<file path="src/rtl/fetch_unit.sv">
// Instruction fetch unit: walks the PC through IDLE -> REQ -> VALID, one instruction
// per handshake, with branch redirect and decode stall.
module fetch_unit #(
   parameter int                 WIDTH    = 16,
   parameter logic [WIDTH-1:0]   RESET_PC = '0
) (
   input  logic              clk,
   input  logic              rst_n,
   input  logic              stall,
   input  logic              branch_taken,
   input  logic [WIDTH-1:0]  branch_target,
   output logic              imem_req,
   output logic [WIDTH-1:0]  imem_addr,
   input  logic              imem_ready,
   input  logic [15:0]       imem_rdata,
   output logic [15:0]       instr,
   output logic              instr_valid,
   output logic [WIDTH-1:0]  pc,
   output logic [WIDTH-1:0]  pc_plus1
);

   typedef enum logic [1:0] {
      IDLE  = 2'd0,
      REQ   = 2'd1,
      VALID = 2'd2
   } state_t;

   state_t            state_reg, state_next;
   logic [WIDTH-1:0]  pc_reg, pc_next;
   logic [15:0]       instr_reg, instr_next;

   always_ff @(posedge clk or negedge rst_n) begin
      if (!rst_n) begin
         state_reg <= IDLE;
         pc_reg    <= RESET_PC;
         instr_reg <= 16'h0000;
      end else begin
         state_reg <= state_next;
         pc_reg    <= pc_next;
         instr_reg <= instr_next;
      end
   end

   always_comb begin
      state_next = state_reg;
      pc_next    = pc_reg;
      instr_next = instr_reg;
      case (state_reg)
         IDLE: state_next = REQ;
         REQ: begin
            // A redirect drops whatever the memory returns in the same cycle.
            if (branch_taken) begin
               pc_next = branch_target;
            end else if (imem_ready) begin
               instr_next = imem_rdata;
               state_next = VALID;
            end
         end
         VALID: begin
            if (!stall) begin
               pc_next    = branch_taken ? branch_target : pc_plus1;
               state_next = REQ;
            end
         end
         default: state_next = IDLE;
      endcase
   end

   // Outputs decode straight from state so the async reset reaches them at once.
   assign imem_req    = (state_reg == REQ);
   assign instr_valid = (state_reg == VALID);
   assign imem_addr   = pc_reg;
   assign pc          = pc_reg;
   assign pc_plus1    = pc_reg + 1'b1;
   assign instr       = instr_reg;

endmodule

</file>
<file path="config.mk">
export PLATFORM = sky130hd
export DESIGN_NAME = fetch_unit
export DESIGN_NICKNAME = d
export VERILOG_FILES = /design/src/rtl/fetch_unit.sv
export SDC_FILE = /design/constraint.sdc
export NUM_CORES = 1
export LEC_CHECK = 0
export ABC_AREA = 1
export CAP_MARGIN = 20
export CORE_MARGIN = 2
export CORE_UTILIZATION = 30
export CTS_CLUSTER_SIZE = 24
export DETAILED_ROUTE_END_ITERATION = 10
export GPL_TIMING_DRIVEN = 0
export MAX_ROUTING_LAYER = met4
export RECOVER_POWER = 25
export SLEW_MARGIN = 0
export SYNTH_ARGS = -nofsm -noshare
export SYNTH_HDL_FRONTEND = slang
export SYNTH_SLANG_ARGS = --single-unit
</file>
<file path="constraint.sdc">
create_clock -name clk -period 1.7 [get_ports clk]
set_input_delay 0.17 -clock clk [delete_from_list [all_inputs] [get_ports clk]]
set_output_delay 0.17 -clock clk [all_outputs]
set_load 0.03 [all_outputs]
</file>
# Word-level counts from Yosys, hierarchy flattened
# Index checks and enable logic that the tools add are counted.
[totals]
regBits = 34
wordCells = 24
out_inout_bits = 66
[classes]
n_reduce_logical = 5
eq_ne = 6
n_mux = 8
n_addsub = 1
bitwise = 1
[ops]
columns = ["cell", "n"]
rows = [
  ["16-bit two-way mux", 3],
  ["16-bit case mux with 2 select lines", 1],
  ["16-bit by 1-bit adder with 16-bit output (second input constant)", 1],
  ["3-bit AND reduction", 3],
  ["2-bit two-way mux", 3],
  ["2-bit != test (second input constant)", 3],
  ["2-bit case mux with 3 select lines", 1],
  ["2-bit by 1-bit equality test with 1-bit output (second input constant)", 1],
  ["2-bit equality test (second input constant)", 1],
  ["2-bit logical NOT", 1],
  ["2-bit by 1-bit != test with 1-bit output (second input constant)", 1],
  ["2-bit nonzero test", 1],
  ["1-bit NOT", 1],
]

# Logic depth before layout (Yosys ltp)
# Gate-level depths: netlist of run 1.
[logic_depth]
word_depth = 4
ltp_mapped = 10

# Least setup slack after synthesis of run 1
# OpenSTA, ideal clock, no wires.
[synth_timing]
kind = "reg2reg"
startpoint = "reg pc_reg[1] (netlist: imem_addr[1])"
endpoint = "reg pc_reg[8] (netlist: imem_addr[8])"
path_buffers = 0
setup_ns = 0.066
t_arrival_ns = 1.874
period_less_slack_ns = 1.940
path_slack_ns = -0.240
stages_incl_launch_ff = 8
t_required_ns = 1.634
cell_sequence = "dfrtp_1 > ha_1 > nand2_1 > nor2_2 > nand2_2 > xor2_1 > o21bai_1 > nand2_1"
[synth_between]
elab_chain_cells = 4
[synth_rtl]
columns = ["element", "line_no", "text"]
rows = [
  ["from (decl)", "29", "logic [WIDTH-1:0] pc_reg, pc_next;"],
  ["from (signal assigned)", "39", "pc_reg <= pc_next;"],
  ["16-bit by 1-bit adder with 16-bit output", "74", "assign pc_plus1 = pc_reg + 1'b1;"],
  ["via pc_plus1[8]", "19", "output logic [WIDTH-1:0] pc_plus1"],
  ["16-bit two-way mux", "61", "pc_next = branch_taken ? branch_target : pc_plus1;"],
  ["16-bit two-way mux", "60", "if (!stall) begin"],
  ["16-bit case mux with 2 select lines", "48", "case (state_reg)"],
]
# The timed path passes the listed nets, and every way through them passes these cells. The select of a mux whose other input is x is not followed.
# A chain may end at the register's enable or synchronous reset.

# Final worst setup path of run 1
[layout_timing]
startpoint = "reg pc_reg[0] (netlist: imem_addr[0])"
endpoint = "out pc_plus1[10]"
[layout_between]
elab_chain_cells = 1
[layout_rtl]
columns = ["element", "line_no"]
rows = [
  ["16-bit by 1-bit adder with 16-bit output", "74"],
  ["to (decl)", "19"],
]
# Every way passes these cells.

==> impl_metrics.json, run 1 <==
{
  "cts.sinks": 34,
  "finalSetupViolations": 4,
  "ir_worst_vdd_mv": 0.886,
  "yosys.area.top_type": "dfrtp_1",
  "grt_max_degree": 35,
  "syn_to_final_growth_pct": 70.9,
  "num_rows": 30,
  "antenna_cells": 0,
  "die_w_um": 88.7,
  "syn_area_um2": 2150,
  "wl_per_cell_um": 13.6,
  "worstSetupPathType": "flop to output port",
  "hold_class": "input pin to flop",
  "final_common_cell": "clkdlybuf4s50_1",
  "synth_cell_types": 30,
  "max_freq_ghz": 0.567,
  "cts-buffers-inserted": 5,
  "synth_seq_cells": 34,
  "grt_use_total_pct": 17.4,
  "syn_avg_cell_area_um2": 8.75,
  "wl_mm": 6.41,
  "cts_buffer_depth": 2,
  "period_share_pct": 104,
  "die_h_um": 88.7,
  "dr.pass1.iters": 4,
  "grt_util_met1_pct": 20.6,
  "clock_skew_ns": 0.00393,
  "status": "finished, violations left",
  "fin_ws_ns": -0.0635,
  "nFillCells": 672,
  "rsz0062_at_grt": "true",
  "htree_num_levels": 2,
  "maxCapViolCount": 0,
  "leakage_nw": 1.84,
  "portBuffers": 102,
  "drv_slew": 0,
  "synthCells": 246,
  "ys_top_cells_by_area": "dfrtp_1 40%, nand2_1 11%, mux2_4 6.3%, buf_4 5.9%, inv_1 4.7%",
  "grt.met2_usage_pct": 27.6,
  "avgViaCountPerCell": 4.47,
  "ys_seq_area_share_pct": 39.5,
  "dp_hpwl_mm": 4.53,
  "crit_path_end_kind": "output port",
  "grt-busiest-layer": "met2",
  "final_nets": 414,
  "cp.arrival_ns": 1.59,
  "ys_warn_count": 0,
  "cts_tree": "done",
  "min_period_ns": 1.76,
  "final_hold_viol_count": 0,
  "final_area_um2": 3680,
  "grt_first_pass_wirelength_mm": 9.99,
  "start_kind": "flop",
  "p_per_area_nw_per_um2": 2090,
  "fin_total_pwr_mw": 7.71,
  "cp_max_fo": 5,
  "grtUsageMet3_pct": 6.44,
  "clk_pin_slew_ns": 0.07,
  "grt_pass1_vias": 2106,
  "synth_top_cell_area_share_pct": 39.5,
  "synth_fp_nets": 284,
  "relSlewSlack_pct": 42.1,
  "worstMarginPinSlew_ns": 0.869,
  "clk_latency_ns": 0.29,
  "gp_congestion": 0.790,
  "vias": 2113,
  "start_util_pct": 31.3,
  "antenna_found_initial": 0,
  "dpl_cell_area_um2": 3330,
  "required_ns": 1.53,
  "detail-route-antenna-nets": 0,
  "io_pins": 103,
  "drive_gt1_share_pct": 39.0,
  "fp.coreArea_um2": 6870,
  "drtIter0Drc": 87,
  "overflow": 0,
  "post-route-drc-count": 0,
  "cts_root_buf": "clkbuf_8",
  "violations": "setup timing",
  "mostFrequentLayoutCells": "62 x clkdlybuf4s50_1, 55 x nand2_1, 46 x buf_4",
  "die_area_um2": 7870
}
## Yosys cell counts
master,n
o22ai_2,2
xor2_1,4
inv_1,27
nand3_2,2
ha_1,1
xnor2_1,1
dfrtp_1,34
nor2_4,4
nor2_1,12
mux2_2,7
o21ai_1,3
nand2_1,62
o21ai_2,7
o211ai_1,1
nand4_1,3
buf_4,17
nand2_2,5
a31oi_2,1
nand2_4,1
o21ai_0,13
buf_2,2
xor2_2,2
nand3_1,12
mux2_4,9
nor2_2,6
buf_6,2
o31ai_1,1
o21bai_1,2
buf_12,1
inv_2,2
## layout make-up
| type | instances | area [µm²] | area share [%] |
|---|---|---|---|
| timing repair buffer | 123 | 1160 | 31.5 |
| clock inverter | 1 | 5.00 | 0.136 |
| sequential | 34 | 866 | 23.5 |
| inverter | 29 | 109 | 2.96 |
| tap | 96 | 120 | 3.26 |
| multi-input combinational | 161 | 1150 | 31.3 |
| buffer | 22 | 180 | 4.89 |
| clock buffer | 7 | 86.3 | 2.35 |
## stage by stage
| stage | hold WS [ns] | worst slack, ns | util, % | setup TNS, ns | instances |
|---|---|---|---|---|---|
| final | 0.452 | -0.0635 | 53.6 | -0.189 | 473 |
| after CTS | 0.458 | -0.0843 | 51.0 | -0.241 | 465 |
| after floorplan | -0.126 | 0.0311 | - | 0 | 246 |
| after detailed placement | 0.307 | -0.436 | 48.4 | -4.10 | 444 |
| after global placement | 0.486 | -0.554 | 48.5 | -18.57 | 444 |
| after global routing | 0.464 | -0.137 | 53.6 | -0.674 | 473 |
## cell families after synthesis
logic type	count (synthesis)	share of synthesized area [%]
AND/OR/NAND/NOR	107	23.3
buffers and inverters	51	13.4
flip-flops	34	39.5
multiplexers	16	9.94
XOR/XNOR	7	3.54
AO/OA/AOI/OAI	30	9.70
adder cells (fa/ha/maj)	1	0.581
## critical path, stage by stage (launching register included)
cell and delay, ns:
dfrtp_2 0.43, ha_4 0.18, nand2_2 0.07, nor2_4 0.16, nand2_4 0.09, o21ai_2 0.14
nand2_1 0.09, buf_6 0.14
## what timing repair did
action	CTS	global route
buffers inserted	12	8
hold buffers	1	0
endpoints found under the setup margin	30	24
pin swaps	3	14
gates resized for setup	105	49
endpoints found under the hold margin	27	0
## report_power, final
group | total, mW | switching (mW) | internal [mW]
clock network | 0.642 | 0.315 | 0.327
logic | 5.44 | 3.04 | 2.39
registers | 1.63 | 0.397 | 1.23
total | 7.71 | 3.76 | 3.95
## final timing paths
| check | from | endpoint | slack (ns) | depth (start not counted) |
|---|---|---|---|---|
| max | imem_addr[0] | pc_plus1[10] | -0.06 | 7 |
| min | branch_target[1] | imem_addr[1] | 0.45 | 3 |
| max reg2reg | state_reg[0] | imem_addr[1] | 0.22 | 6 |
| min reg2reg | instr[8] | instr[8] | 0.51 | 1 |
| max in group asynchronous | rst_n | imem_addr[12] | 0.57 | 2 |
| min in group asynchronous | rst_n | instr[8] | 0.52 | 2 |
## metal layers
| metal | wire length (µm) | vias to the layer above | part of all wire [%] |
|---|---|---|---|
| li1 | - | 1019 | - |
| met1 | 2720 | 1005 | 42 |
| met2 | 3030 | 81 | 47 |
| met3 | 582 | 8 | 9.1 |
| met4 | 81 | 0 | 1.3 |
| met5 | 0 | - | 0 |
Power figures use the tool's default switching activity.
==> run 2, diff against run 1 <==
--- a/config.mk
+++ b/config.mk
@@ -7,12 +7,13 @@
 export LEC_CHECK = 0
 export ABC_AREA = 1
 export CAP_MARGIN = 20
-export CORE_MARGIN = 2
-export CORE_UTILIZATION = 30
-export CTS_CLUSTER_SIZE = 24
+export CORE_MARGIN = 10
+export CORE_UTILIZATION = 41
+export CTS_CLUSTER_SIZE = 25
 export DETAILED_ROUTE_END_ITERATION = 10
 export GPL_TIMING_DRIVEN = 0
 export MAX_ROUTING_LAYER = met4
+export PLACE_DENSITY = 0.81
 export RECOVER_POWER = 25
 export SLEW_MARGIN = 0
 export SYNTH_ARGS = -nofsm -noshare
==> run 2 against run 1 <==
The flow still finishes with violations (setup timing). Sequential share of layout area about the same. Fmax rose by 0.39%. Combinational power decreased by 3%. Critical endpoint unchanged. Largest cell class unchanged.
==> impl_metrics.json, run 2 (synthesized netlist as in run 1, its figures left out) <==
{
  "detail-route-antenna-nets": 0,
  "cts_buffer_depth": 2,
  "min_period_ns": 1.76,
  "grt_max_degree": 35,
  "final_area_um2": 3680,
  "antenna_found_initial": 0,
  "overflow": 0,
  "fin_ws_ns": -0.0566,
  "final_util_pct": 72.0,
  "cts-buffers-inserted": 5,
  "cts.sinks": 34,
  "crit_top_cell": "nand2_4",
  "drv_slew": 0,
  "dpl_cell_area_um2": 3290,
  "htree_num_levels": 2,
  "drive_gt1_share_pct": 36.9,
  "cpPeakStageDelay_ns": 0.41,
  "reg2reg_to": "imem_addr[0]",
  "r2r_cells": 7,
  "maxCapViolCount": 0,
  "grt_use_total_pct": 17.1,
  "gp_congestion": 0.801,
  "die_w_um": 92.5,
  "hold_end": "imem_addr[1]",
  "stdcell_count": 441,
  "nFillCells": 381,
  "portBuffers": 102,
  "drtIter0Drc": 70,
  "crit_path_end_kind": "output port",
  "wl_mm": 7.09,
  "whs_ns": 0.445,
  "start_kind": "flop",
  "clk_pin_slew_ns": 0.07,
  "ir_worst_vdd_mv": 1.39,
  "finalSetupViolations": 8,
  "clk_latency_ns": 0.30,
  "worstMarginPinSlew_ns": 0.860,
  "min-delay-start": "branch_target[1]",
  "vias": 2087,
  "period_share_pct": 103,
  "dp_cells": 418,
  "dp_hpwl_mm": 5.26,
  "setup_tns_ns": -0.278,
  "mostFrequentLayoutCells": "61 x clkdlybuf4s50_1, 55 x nand2_1, 27 x buf_4",
  "leakage_nw": 1.82,
  "cp_slowest_cell": "dfrtp_2",
  "status": "finished, violations left",
  "clock_skew_ns": 0.00818,
  "reg2reg_setup_slack_ns": 0.24,
  "dr.pass1.iters": 4,
  "cts_root_buf": "clkbuf_8",
  "required_ns": 1.53,
  "relSlewSlack_pct": 42.6,
  "cts_tree": "done",
  "final_common_cell": "clkdlybuf4s50_1",
  "max_freq_ghz": 0.569,
  "grt_pass1_vias": 2321,
  "antenna_cells": 0,
  "die_h_um": 92.5,
  "syn_to_final_growth_pct": 70.7,
  "die_area_um2": 8550,
  "grt_first_pass_wirelength_mm": 11.4,
  "wl_per_cell_um": 16.1,
  "avgViaCountPerCell": 4.73,
  "min_path_cells": 3,
  "final_nets": 408,
  "io_pins": 103,
  "violations": "setup timing",
  "cp_max_fo": 3,
  "place_ws_ns": -0.471,
  "p_per_area_nw_per_um2": 2120,
  "final_hold_viol_count": 0,
  "cp.arrival_ns": 1.59,
  "start_util_pct": 42.2,
  "fin_total_pwr_mw": 7.79,
  "rsz0062_at_grt": "true",
  "worstSetupPathType": "flop to output port",
  "num_rows": 26,
  "r2r-start": "state_reg[0]",
  "fp.coreArea_um2": 5110,
  "post-route-drc-count": 0,
  "crit_chain": "ha_4 -> nand2_4 -> nor2_4 -> nand2_4 -> o21ai_2 -> nand2_1 -> buf_6",
  "hold_class": "input pin to flop"
}
-- run 2: cell types whose count changed in the layout (fill, tap and decap cells not counted), sizes merged --
cell / change
clkinvlp: +2
clkdlybuf4s50: -1
bufinv: +1
clkinv: -1
dlymetal6s2s: -1
clkbuf: -2
buf: -9
dlygate4sd2: +5
-- run 2: layer usage --
metal  GRT usage [%]  wire, µm
met4            4.24       122
met5               -         0
met2            28.8      3510
met3            6.78       552
met1            18.4      2910
-- run 2: final cells by class --
class | instances | area (µm²) | area share, %
clock inverters | 3 | 45.0 | 1.23
plain buffers | 22 | 180 | 4.90
multi-input cells | 161 | 1160 | 31.6
well taps | 70 | 87.6 | 2.38
clock buffers | 5 | 68.8 | 1.87
inverters | 29 | 109 | 2.96
flip-flops and latches | 34 | 863 | 23.5
repair buffers | 117 | 1160 | 31.6
-- run 2: worst max-delay path: cells and delay by family, from the launching register on --
kind                     cells  cell delay (ns)
AO/OA/AOI/OAI                1             0.15
adder cells (fa/ha/maj)      1             0.19
buffers and inverters        1             0.14
flip-flops                   1             0.41
AND/OR/NAND/NOR              4             0.41
-- run 2: how the worst max path moves through the flow --
| stage | start | slack (ns) | cells after the start | end |
|---|---|---|---|---|
| 2_1_floorplan | imem_addr[2] | 0.03 | 4 | imem_addr[3] |
| 3_3_place_gp | rst_n | -0.45 | 1 | imem_addr[0] |
| 3_5_place_dp | imem_addr[0] | -0.47 | 8 | pc_plus1[10] |
| 4_1_cts | imem_addr[0] | -0.11 | 7 | pc_plus1[14] |
| 5_1_grt | imem_addr[0] | -0.14 | 7 | pc_plus1[12] |
| 6_report | imem_addr[0] | -0.06 | 7 | pc_plus1[10] |
-- run 2: report_power, final --
group / switching, mW / internal, mW
combinational: 3.02 / 2.28
clock: 0.327 / 0.436
sequential: 0.491 / 1.23
-- run 2: repair_timing --
item / in CTS / in global routing
hold buffers: 1 / 0
buffers inserted: 9 / 6
pin swaps: 12 / 18
resized for setup: 126 / 33
hold endpoints to repair: 34 / 0
endpoints found under the setup margin: 33 / 24
==> run 3, diff against run 2 <==
--- a/config.mk
+++ b/config.mk
@@ -7,7 +7,6 @@
 export LEC_CHECK = 0
 export ABC_AREA = 1
 export CAP_MARGIN = 20
-export CORE_MARGIN = 10
 export CORE_UTILIZATION = 41
 export CTS_CLUSTER_SIZE = 25
 export DETAILED_ROUTE_END_ITERATION = 10
==> run 3 against run 2 <==
The run still ends with setup timing left. Cell area is 1.2% higher. Combinational power rose by 6.2%. Via count up 6.0%. First-iteration DRC count is 89% higher. Routed wire length fell by 6.3%. Sequential power is 5% lower. Critical path type unchanged. Largest power group unchanged.
==> impl_metrics.json, run 3 (synthesized netlist as in run 1, its figures left out) <==
{
  "worstMarginPinSlew_ns": 0.880,
  "required_ns": 1.53,
  "fin_ws_ns": -0.116,
  "syn_to_final_growth_pct": 72.7,
  "grt_max_degree": 35,
  "cts_buffer_depth": 2,
  "final_hold_viol_count": 0,
  "cts-buffers-inserted": 5,
  "relSlewSlack_pct": 41.4,
  "grt_util_met1_pct": 28.7,
  "start_util_pct": 42.4,
  "drv_slew": 0,
  "crit_chain": "ha_4 -> nand2_4 -> nor2_4 -> nand2_4 -> nor2_1 -> nand2_1 -> nand2_2 -> buf_6",
  "crit_path_end_kind": "output port",
  "grt_first_pass_wirelength_mm": 9.54,
  "hold_class": "input pin to flop",
  "wl_per_cell_um": 14.7,
  "r2r_cells": 10,
  "cp_slowest_cell": "dfrtp_2",
  "cts_root_buf": "clkbuf_8",
  "gp_congestion": 0.821,
  "drive_gt1_share_pct": 39.5,
  "num_rows": 26,
  "final_util_pct": 73.3,
  "dpl_cell_area_um2": 3290,
  "final_common_cell": "clkdlybuf4s50_1",
  "portBuffers": 102,
  "htree_num_levels": 2,
  "drtIter0Drc": 132,
  "grtUsageMet3_pct": 6.91,
  "max_freq_ghz": 0.551,
  "io_pins": 103,
  "min_period_ns": 1.82,
  "dp_cells": 418,
  "ir_worst_vdd_mv": 1.14,
  "maxCapViolCount": 0,
  "cpPeakStageDelay_ns": 0.43,
  "final_nets": 419,
  "cp.arrival_ns": 1.65,
  "clk_latency_ns": 0.29,
  "die_w_um": 74.5,
  "post-route-drc-count": 0,
  "overflow": 0,
  "clock_skew_ns": 0.00483,
  "finalSetupViolations": 6,
  "clk_pin_slew_ns": 0.08,
  "dr.pass1.iters": 7,
  "antenna_found_initial": 0,
  "leakage_nw": 1.87,
  "avgViaCountPerCell": 4.90,
  "status": "finished, violations left",
  "mostFrequentLayoutCells": "62 x clkdlybuf4s50_1, 55 x nand2_1, 47 x buf_4",
  "cts.sinks": 34,
  "fp.coreArea_um2": 5070,
  "min_path_cells": 3,
  "grt_use_total_pct": 24.0,
  "cp_max_fo": 3,
  "rsz0062_at_grt": "true",
  "crit_family": "simple AND/OR/NAND/NOR gates",
  "grt_pass1_vias": 2065,
  "wl_mm": 6.65,
  "worstSetupPathType": "flop to output port",
  "p_per_area_nw_per_um2": 2130,
  "worst-path-stages": 8,
  "stdcell_count": 452,
  "grt-busiest-layer": "met2",
  "dp_hpwl_mm": 4.32,
  "violations": "setup timing",
  "grt.met2_usage_pct": 39.3,
  "crit_top_cell": "nand2_4",
  "vias": 2213,
  "die_area_um2": 5550,
  "cts_tree": "done",
  "period_share_pct": 107,
  "die_h_um": 74.5,
  "antenna_cells": 0,
  "detail-route-antenna-nets": 0,
  "final_area_um2": 3720,
  "start_kind": "flop",
  "path_buf_inv": 1
}
-- run 3: final cells by class --
type / instances / area (µm²)
multi-input cells: 161 / 1160
clock buffers: 5 / 68.8
inverters: 29 / 109
plain buffers: 22 / 180
fillers: 376 / 1360
clock inverters: 3 / 21.3
flip-flops and latches: 34 / 866
repair buffers: 128 / 1230
well taps: 70 / 87.6
-- run 3: timing repair --
action                                  4_1_cts  5_1_grt
endpoints found under the setup margin       30       24
gates resized for setup                     102       54
setup buffers                                10       15
pin swaps                                     1       22
endpoints found under the hold margin        34        0
hold buffers                                  1        0
-- run 3: report_power, final --
group          internal, mW  total [mW]  switching, mW
logic                  2.48        5.63           3.15
clock network         0.288       0.634          0.346
registers              1.23        1.64          0.410
total                  4.00        7.91           3.91
-- run 3: final timing paths --
path,from,endpoint,slack (ns)
max,imem_addr[1],pc_plus1[10],-0.12
min,stall,state_reg[1],0.48
max reg2reg,imem_addr[1],imem_addr[10],0.17
min reg2reg,instr[9],instr[9],0.51
max in group asynchronous,rst_n,imem_addr[6],0.56
min in group asynchronous,rst_n,instr[8],0.53
-- run 3: worst register-to-register path: stages (launching register included) --
cell,delay [ns]
dfrtp_2,0.43
ha_4,0.20
nand2_4,0.06
nor2_4,0.16
nand2_4,0.10
nor2_1,0.12
nand2_1,0.09
buf_4,0.14
nand3_1,0.08
nand2_1,0.06
nand2_1,0.05
-- run 3: per-stage QoR --
stage	power (mW)	setup TNS [ns]	setup slack [ns]	hold slack (ns)
final	7.91	-0.239	-0.116	0.479
after detailed placement	6.74	-3.89	-0.455	0.296
after global routing	8.31	-0.786	-0.157	0.485
after CTS	7.46	-0.464	-0.136	0.461
after floorplan	4.75	0	0.0311	-0.126
after global placement	6.64	-14.42	-0.436	0.486
-- run 3: per-layer routing --
layer / vias up / share of wire, % / wire length, µm
met5: - / 0 / 0
met4: 0 / 1.2 / 79
met3: 9 / 8.6 / 571
met2: 123 / 51 / 3410
met1: 1049 / 39 / 2580
li1: 1032 / - / -
